[src/rtl/moore_10010_pkg.sv]
// Shared state encoding for the 10010 serial pattern detector.
package moore_10010_pkg;

  localparam int STATE_W = 3;

  typedef enum logic [STATE_W-1:0] {
    IDLE   = 3'd0,
    S1     = 3'd1,
    S10    = 3'd2,
    S100   = 3'd3,
    S1001  = 3'd4,
    S10010 = 3'd5
  } state_t;

endpackage

[src/rtl/moore_10010.sv]
// Moore FSM that flags one cycle after the serial stream ends in 1-0-0-1-0.
// REPEAT selects whether the trailing "10" of a match may seed the next one.
module moore_10010
  import moore_10010_pkg::*;
#(
  parameter logic REPEAT = 1'b1
) (
  input  logic clk,
  input  logic rst_n,
  input  logic data_in,
  output logic data_out
);

  state_t state;
  state_t next_state;

  always_ff @(posedge clk or negedge rst_n) begin
    if (!rst_n) begin
      state <= IDLE;
    end else begin
      state <= next_state;
    end
  end

  // Unused encodings 6 and 7 fall to the default arm and recover to IDLE.
  always_comb begin
    next_state = IDLE;
    case (state)
      IDLE:    next_state = data_in ? S1    : IDLE;
      S1:      next_state = data_in ? S1    : S10;
      S10:     next_state = data_in ? S1    : S100;
      S100:    next_state = data_in ? S1001 : IDLE;
      S1001:   next_state = data_in ? S1    : S10010;
      S10010: begin
        if (data_in) begin
          next_state = S1;
        end else begin
          next_state = REPEAT ? S100 : IDLE;
        end
      end
      default: next_state = IDLE;
    endcase
  end

  assign data_out = (state == S10010);

endmodule

[config.mk]
export PLATFORM = sky130hd
export DESIGN_NAME = moore_10010
export DESIGN_NICKNAME = d
export VERILOG_FILES = /design/src/rtl/moore_10010_pkg.sv /design/src/rtl/moore_10010.sv
export SDC_FILE = /design/constraint.sdc
export NUM_CORES = 1
export LEC_CHECK = 0
export CORE_AREA = 2 2 39 41
export CTS_CLUSTER_DIAMETER = 60
export DETAILED_ROUTE_END_ITERATION = 10
export DIE_AREA = 0 0 41 43
export GPL_ROUTABILITY_DRIVEN = 0
export HOLD_SLACK_MARGIN = 0.05
export SETUP_SLACK_MARGIN = 0.05
export SLEW_MARGIN = 20
export SYNTH_ARGS = -nofsm -noshare
export SYNTH_HDL_FRONTEND = slang
export SYNTH_SLANG_ARGS = --single-unit
export TNS_END_PERCENT = 50
[constraint.sdc]
create_clock -name clk -period 1 [get_ports clk]
set_input_delay 0.15 -clock clk [delete_from_list [all_inputs] [get_ports clk]]
set_output_delay 0.15 -clock clk [all_outputs]
set_load 0.01 [all_outputs]
-- Word-level counts from Yosys, hierarchy flattened
Cells that the tools add are included.
W data, S select, Z words.
- register bits: 3
- input bits: 3
- word-level logic and storage cells: 14
- output and inout port bits: 1
- equal/unequal tests: 5
- muxes and demuxes: 6
- reduce and logical (&&, ||, !) cells: 2
- operator list (kind ; number):
    $pmux W3 S5 ; 1
    $eq A3 B2 Y1 const B ; 2
    $eq A3 B3 Y1 const B ; 2
    $mux W3 ; 2
    $mux W2 ; 2
    $eq A3 B1 Y1 const B ; 1
    $logic_not A3 Y1 ; 1
    $reduce_or A2 Y1 ; 1
    $mux W1 ; 1

-- Longest topological paths before layout
- depth after elaboration: 3
- mapped depth: 2
- depth with buffers taken out: 2

-- Least setup slack after synthesis
Ideal clock, no wire load.
- path kind: register -> register
- from: reg state[0]
- to: reg state[1]
- stages on the path, launching flop included: 3
- setup slack: 0.014 ns
- library setup time: 0.073 ns
- arrival: 0.913 ns
- clock period less this slack: 0.986 ns
- path buffers: 0
- cell sequence: dfrtp_1 or3b_1 a21oi_2
- longest elaborated chain between the ends: 3
- RTL lines (item ; RTL line ; RTL):
    start: declaration ; moore_10010.sv:14 ; state_t state;
    start signal: assignment ; moore_10010.sv:21 ; state <= next_state;
    $eq A3 B3 Y1 / $eq A3 B2 Y1 (equally long branches) ; moore_10010.sv:28 ; case (state)
    $reduce_or A2 Y1 (no source line) ; - ;
    $pmux W3 S5 * ; moore_10010.sv:28 ;
    net next_state[1] ; moore_10010.sv:15 ; state_t next_state;
Mark *: on every way through the listed nets, which the timed path passes. The rest lies on a longest branch.

-- Worst setup path in the final report
- from: reg state[2]
- to: reg state[1]
The elaborated chain is that of the path after synthesis.

==> metrics.md <==
| Metric | Value |
|---|---|
| DP Area | `225 sq um` |
| Most flops, register | `state` |
| DP Cell Count | `37` |
| Vias/cell | `3.33` |
| Reg2reg end | `state[1]` |
| Ports | `4` |
| DRC violations left | `0` |
| Initial antenna violation count | `0` |
| Fin cells | `42` |
| Die X | `41 um` |
| CP Launch Point | `state[2]` |
| Critical Path Sink | `state[1]` |
| Initial detailed-routing violation count | `2` |
| Worst Max-Slew Pin Slew | `0.189 ns` |
| Fraction of layout cells with a size suffix above 1 | `61.5%` |
| Max Buffers Root-to-Sink | `2` |
| First-pass GRT wire length | `579 um` |
| Hold Buf Count CTS | `0` |
| CP required | `1.16 ns` |
| Worst-path fanout max | `3` |
| Yosys top cell area share | `54.5%` |
| Syn-to-layout area delta | `103%` |
| Headroom to the max-slew limit | `87.3%` |
| Failing checks | `setup timing` |
| Iteration count of the initial detailed-routing pass | `2` |
| Final hold vios | `0` |
| CTS buffer count | `3` |
| Crit path launch type | `flop` |
| Antenna cell count | `0` |
| Largest family of logic cells by synthesized area | `simple AND/OR/NAND/NOR gates` |
| H-tree lvl count | `1` |
| Synthesis-stage register bit count | `3` |
| Fmax | `0.887 GHz` |
| Largest net degree at the start of global routing | `5` |
| Max Slew Vio Count | `0` |
| CP arrival | `1.29 ns` |
| Period Utilization, post-route | `113%` |
| RSZ-0062 raised after global routing | `yes` |
| Regs by FF count | `state x3` |
| Post-Syn Nets | `16` |
| Final worst slack | `-0.127 ns` |
| Drt total wl | `323 um` |
| Clock latency at the later pin of the worst-skew pair | `0.23 ns` |
| Final Setup Violations | `3` |
| Hold Crit Class | `in2async` |
| Remaining Overflow, GRT | `0` |
| R2R Setup Slk | `-0.13 ns` |
| Syn_area_per_cell | `10.6 sq um` |
| Place WS | `-0.275 ns` |
| Async SR Flop Fraction | `100%` |
| Rows | `14` |
| Synth Cell Area | `138 sq um` |
| Worst VDD drop | `0.314 mV` |
| Via Count | `140` |
| Pwr Total | `0.562 mW` |
| Mux cell area share after synthesis | `0%` |
| Yosys warnings | `0` |
| Commonest cells post-synth | `dfrtp_1, nand2b_1, nor2_1` |
| Lkg Pwr | `0.127 nW` |
| Final Cell Area | `279 sq um` |
| Sequential-to-total area share from yosys stat | `54.5%` |
| Clk sinks | `3` |
| Post-route ant nets | `0` |
| EDFF count, synth | `0` |
| Status | `finished with violations` |
| Power per cell area | `2010 mW/mm^2` |
| Critical path class | `reg2reg` |
| Yosys cell types | `9` |
| CTS tree | `built` |
| Final worst path period need | `1.13 ns` |
| Syn Inst Count | `13` |
| Max reg flops | `3` |
| Setup TNS | `-0.279 ns` |
| Area leader, netlist | `dfrtp_1` |
| Clock Skew | `0.00305 ns` |
| Simple logic cell fraction of the synthesized area | `27.3%` |
| Die height | `43 um` |
| Area contributors post-synth | `dfrtp_1, nand2b_1, a21oi_2` |
| DIE AREA | `0.00176 sq mm` |
| R2R Path Start | `state[2]` |
| GRT Total Usage | `5.82%` |
| Compound-gate portion of the synthesized area | `15.5%` |
| Port buffer count | `3` |
| Critical path endpoint category | `flop` |
| Count leader, synth | `dfrtp_1` |
| Post-synthesis adder-cell area fraction | `0%` |
| Synth Flop Type | `dfrtp_1` |
| Routed WL per cell | `7.69 um` |
| Initial Util | `9.95%` |
| Core area | `0.00138 sq mm` |
| Final Util | `20.2%` |
| Hold Slack | `0.0979 ns` |
| Clock slew at reported path FFs | `0.04 ns` |
| Vias in the first global route | `166` |
| Post-Synth XOR/XNOR Area | `0%` |
| Maximum Capacitance Violations | `0` |
| CTS Root Cell | `clkbuf_4` |
| Reg2Reg Depth | `3` |
| Layout Nets | `30` |
==> report_power, final <==
part	switching (mW)	internal (mW)	leakage [nW]	total [mW]
logic	0.0745	0.109	0.0735	0.184
registers	0.0143	0.148	0.0385	0.163
clock network	0.0660	0.150	0.0150	0.216
==> critical path, cell delays in order, from the launching register on <==
cell,delay (ns)
dfrtp_1,0.38
buf_4,0.15
or3b_4,0.40
a21oi_2,0.13
==> cell families after synthesis <==
family	count (synthesis)
flops	3
buf+inv	1
compound gates	3
simple gates	6
==> final cells by class <==
type | instances | area [sq um]
Fill cell | 147 | 1100
Multi-Input combinational cell | 9 | 80.1
Clock buffer | 4 | 26.3
Inverter | 1 | 3.75
Sequential cell | 3 | 75.1
Tap cell | 16 | 20.0
Timing Repair Buffer | 9 | 73.8
==> cells in the final DEF, fill, tap and decap left out <==
cell,instances
dfrtp_1,3
nand2b_1,1
o21ai_2,1
buf_4,5
nand4b_1,1
nor2_2,1
inv_1,1
o31ai_2,1
buf_2,1
a21oi_2,1
nor2_1,1
nand2b_4,1
clkbuf_1,1
clkdlybuf4s50_1,2
clkbuf_4,3
or3b_4,1
buf_6,1
==> metal layers <==
metal	part of all wire, %	GRT usage, %	vias to the layer above
met4	0	10.0	0
met3	1.9	3.14	0
met5	0	0	-
met1	37	3.53	68
li1	-	-	70
met2	61	8.13	2
==> what timing repair did <==
item | CTS | global route
buffers inserted | 1 | 0
gates resized for setup | 8 | 3
setup endpoints to repair | 4 | 4
==> worst min-delay path by stage <==
stage	endpoint	from
2_1_floorplan	state[0]	rst_n
3_3_place_gp	state[2]	rst_n
3_5_place_dp	state[0]	rst_n
4_1_cts	state[0]	rst_n
5_1_grt	state[1]	rst_n
6_report	state[0]	rst_n
No activity file was read; power rests on OpenSTA's default activity.
==> edit 1, RTL diff (config.mk and constraints unchanged) <==
The 6 states of `state_t` get a one-hot encoding in 6 bits.
--- a/src/rtl/moore_10010_pkg.sv
+++ b/src/rtl/moore_10010_pkg.sv
@@ -4,11 +4,11 @@
   localparam int STATE_W = 3;
 
-  typedef enum logic [STATE_W-1:0] {
-    IDLE   = 3'd0,
-    S1     = 3'd1,
-    S10    = 3'd2,
-    S100   = 3'd3,
-    S1001  = 3'd4,
-    S10010 = 3'd5
+  typedef enum logic [5:0] {
+    IDLE   = 6'b000001,
+    S1     = 6'b000010,
+    S10    = 6'b000100,
+    S100   = 6'b001000,
+    S1001  = 6'b010000,
+    S10010 = 6'b100000
   } state_t;
 
Behaviour: no difference found for any inputs over 10 cycles, from zero or initial values and one cycle with rst_n low; not proved beyond that.
==> edit 1 against the unedited design <==
The flow still finishes with violations (setup timing); setup slack worse by 0.38 ns; critical path type is now reg -> out; non-clock buffer count is 8 higher; global-route usage is 5.8 points higher; cell count is 67% higher; register-to-register slack worse by 0.30 ns; power is 110% higher; area after synthesis is 150% higher; sequential cell count is 3 higher; first-iteration DRC count is 100% lower; hold slack better by 0.048 ns; maximum frequency is 25% lower; cell area is 110% higher; clock skew is 0.0028 ns higher; wire length grew to 2.7 times the old value.
==> edit 1: results (changes against the unedited design) <==
status=finished with violations; failing checks=setup timing; crit path DAT=1.35 ns (+0.06 ns); clk tree area frac=4.440% (-5.0 points); register-to-register setup slack=-0.43 ns (-0.30 ns); Non-Filler Instances=70 (+67%); Synth area leaders=dfrtp_1 (37%), dfstp_2 (7.7%), nor2b_1 (5.5%); leak pwr=0.2335 nW (+84%); drt pass-1 iters=1 (-1); length in cells of the worst reg-to-reg path=5 (+2); Fin Hold WS=0.1457 ns (+0.04786 ns); GRT met2 Usage=19.06% (+11 points); pin count of the biggest net entering global routing=8 (+3); FF-to-FF End=state[0]; met1 Usage GRT=12.96% (+9.4 points); syn_nets=37 (+21); Setup Skew=0.005855 ns (+0.002804 ns); inverters=0 (-1); Compound-Gate Fraction of Synth Area=11.03% (-4.4 points); VDD IR max=0.6933 mV (+120%); multi-input gates=27 (+18); first-pass GRT wire length=1380 um (+140%); biggest registers after layout=state x6; TNS Setup=-2.236 ns (-1.958 ns); crit-path max FO=2 (-1); cells after synthesis=34 (+21); actual slew at the worst max-slew pin=0.2785 ns (+0.08991 ns); Filler Cells Inserted=140 (-4.8%); Tot GR Track Use=11.66% (+5.8 points); Slowest cell on crit path=or3_4; Final WS setup=-0.5023 ns (-0.3752 ns); routed len/inst=12.50 um (+63%); Seq/Total Area, Yosys=44.49% (-10 points); endpoints failing setup=7 (+4); xor/xnor share of the synthesized area=5.147% (+5.1 points); register area=152.6 um2 (+100%); clock sink count=6 (+3); Setup crit start=state[0]; initial drt markers=0 (-2); bufs w/o clock=17 (+8); via count=322 (+130%); area occupied by multi-input gates=255.2 um2 (+220%)
-- edit 1: cell count changes in the layout (fill, tap and decap cells not counted), moves of 2 or more --
| cell | before | now |
|---|---|---|
| o21ai_1 | 0 | 2 |
| nor4_4 | 0 | 2 |
| nor2_1 | 1 | 3 |
| buf_4 | 5 | 12 |
| nor3_1 | 0 | 2 |
| nor2b_2 | 0 | 2 |
| nand2_1 | 0 | 3 |
| nor4b_4 | 0 | 2 |
| or3_4 | 0 | 2 |
-- edit 1: logic make-up after synthesis --
| family | count (synthesis) |
|---|---|
| AO/OA/AOI/OAI | 6 |
| XOR/XNOR | 2 |
| buffers and inverters | 1 |
| flip-flops | 6 |
| AND/OR/NAND/NOR | 19 |
-- edit 1: what timing repair did --
item,in CTS,in global routing
setup endpoints to repair,7,7
setup buffers,1,4
pin swaps,4,4
gates resized for setup,12,5
-- edit 1: power groups by stage --
| stage | Combinational [mW] | Clock (mW) | Sequential, mW |
|---|---|---|---|
| floorplan | 0.243 | 0 | 0.394 |
| global placement | 0.458 | 0 | 0.347 |
| detailed placement | 0.470 | 0 | 0.348 |
| CTS | 0.540 | 0.245 | 0.344 |
| global route | 0.654 | 0.254 | 0.343 |
| finish | 0.598 | 0.230 | 0.342 |
-- edit 1: per-layer routing --
layer	part of all wire, %	routed length (um)
met1	41	355
met2	56	490
met3	3.2	28
met4	0	0
met5	0	0
-- edit 1: worst reg2reg max path, delay by kind of cell (launching register included) --
kind	cells	cell delay, ns
and+or+nand+nor	2	0.65
DFF	1	0.38
buffers and inverters	2	0.27
AOI/OAI and AO/OA	1	0.04
-- edit 1: stage by stage --
step                      area (um2)  setup slack (ns)
after floorplan                370.4           -0.3004
after global placement         484.2           -0.6656
after detailed placement       484.2           -0.6867
after CTS                      550.5           -0.5202
after global routing           591.8           -0.5604
final                          591.8           -0.5023
==> edit 2, RTL diff (same settings) <==
Without the edit above. `REPEAT`: 1'b1 -> 1'b0.
--- a/src/rtl/moore_10010.sv
+++ b/src/rtl/moore_10010.sv
@@ -4,5 +4,5 @@
   import moore_10010_pkg::*;
 #(
-  parameter logic REPEAT = 1'b1
+  parameter logic REPEAT = 1'b0
 ) (
   input  logic clk,
Formal check against the unedited RTL: not equivalent (Yosys sat finds a counterexample within 10 cycles, from zero or initial values and one cycle with rst_n low).
==> edit 2 against the unedited design <==
The run still ends with setup timing left; cell count unchanged; setup slack improved by 0.041 ns; synthesized cell count unchanged; sequential cell count unchanged; area after synthesis decreased by 0.91%; register-to-register slack improved by 0.13 ns; power increased by 31%; wire length decreased by 6.5%; cell area decreased by 5.8%; non-clock buffer count unchanged; sequential power increased by 22%; critical path type is now reg -> out; largest power group is now combinational logic; highest routed layer is now met4.
==> edit 2: results (changes against the unedited design) <==
drt pass-1 iters=1 (-1); Max stage delay on crit path=0.37 ns (-0.03 ns); met1 Usage GRT=2.885% (-0.64 points); status=finished with violations; Placed Area=224.0 um2 (-0.56%); Tot GR Track Use=5.115% (-0.70 points); vias in the first global route=147 (-11%); Post-synth top cells=dfrtp_1 (3), nand2b_1 (2); Synth area leaders=dfrtp_1 (55%), nand2b_1 (9.2%), nand4b_1 (6.4%); first-pass GRT wire length=476 um (-18%); DP Wirelength=206 um; Final WS setup=-0.08625 ns (+0.04093 ns); share of cells above drive strength 1=46.15% (-15 points); Filler Cells Inserted=155 (+5.4%); Seq/Total Area, Yosys=55.05% (+0.50 points); crit-path max FO=2 (-1); vias per std cell=3.310 (-0.71%); crit path DAT=0.94 ns (-0.35 ns); Netlist cell types=10 (+1); Final #Nets=30 (unchanged); endpoints failing setup=1 (-2); actual slew at the worst max-slew pin=0.2040 ns (+0.01534 ns); Setup Skew=0.0005799 ns (-0.002471 ns); Setup WS pre-CTS=-0.2704 ns (+0.004625 ns); routed len/inst=7.190 um (-6.5%); TNS Setup=-0.08625 ns (+0.1926 ns); failing checks=setup timing; leak pwr=0.1181 nW (-7.0%); Slowest cell on crit path=dfrtp_1; Post-Place Cells=37 (unchanged); GRT met2 Usage=6.563% (-1.6 points); asr flop ratio synth=100.0% (unchanged); VDD IR max=0.3894 mV (+24%); initial drt markers=0 (-2)
==> edit 2: critical path: cells and delay by family, from the launching register on <==
kind / cells / cell delay, ns
flops: 1 / 0.37
simple gates: 2 / 0.20
buf+inv: 1 / 0.12
==> edit 2: timing repair <==
item / in CTS / in global routing
setup endpoints to repair: 2 / 2
setup buffers: 0 / 1
hold buffers: 0 / 0
resized for setup: 5 / 1
endpoints found under the hold margin: 0 / 0
==> edit 2: cell type report <==
type | instances | area (um2) | area share, %
Sequential cell | 3 | 75.07 | 28.57
Timing Repair Buffer | 9 | 70.07 | 26.67
Multi-Input combinational cell | 9 | 67.56 | 25.71
Clock buffer | 4 | 26.28 | 10.00
Tap cell | 16 | 20.02 | 7.619
Inverter | 1 | 3.754 | 1.429
==> edit 2: cells by family (layout without fill, tap and decap cells) <==
group / Yosys count / after routing / synth area share [%]
AO/OA/AOI/OAI: 3 / 3 / 13.76
buffers and inverters: 1 / 14 / 2.750
flip-flops: 3 / 3 / 55.04
AND/OR/NAND/NOR: 5 / 5 / 22.01
XOR/XNOR: 1 / 1 / 6.423
==> edit 2: routing by layer <==
metal	vias to the layer above	wire length, um
li1	71	-
met1	62	108
met2	4	158
met3	2	18
met4	0	17
met5	-	0
==> edit 2: where the power goes <==
group / internal, mW / total, mW / switching (mW)
logic: 0.203 / 0.323 / 0.120
clock network: 0.150 / 0.217 / 0.0673
registers: 0.169 / 0.199 / 0.0296
total: 0.522 / 0.739 / 0.217
==> edit 2: worst paths after layout <==
path,startpoint,endpoint,slack [ns],depth (start not counted)
hold / removal,rst_n,state[1],0.09,1
setup / recovery,state[1],data_out,-0.09,3
hold reg to reg,state[0],state[0],0.57,2
min in group clk,data_in,state[1],0.55,2
setup reg to reg,state[1],state[1],0,4
max in group asynchronous,rst_n,state[0],0.77,1
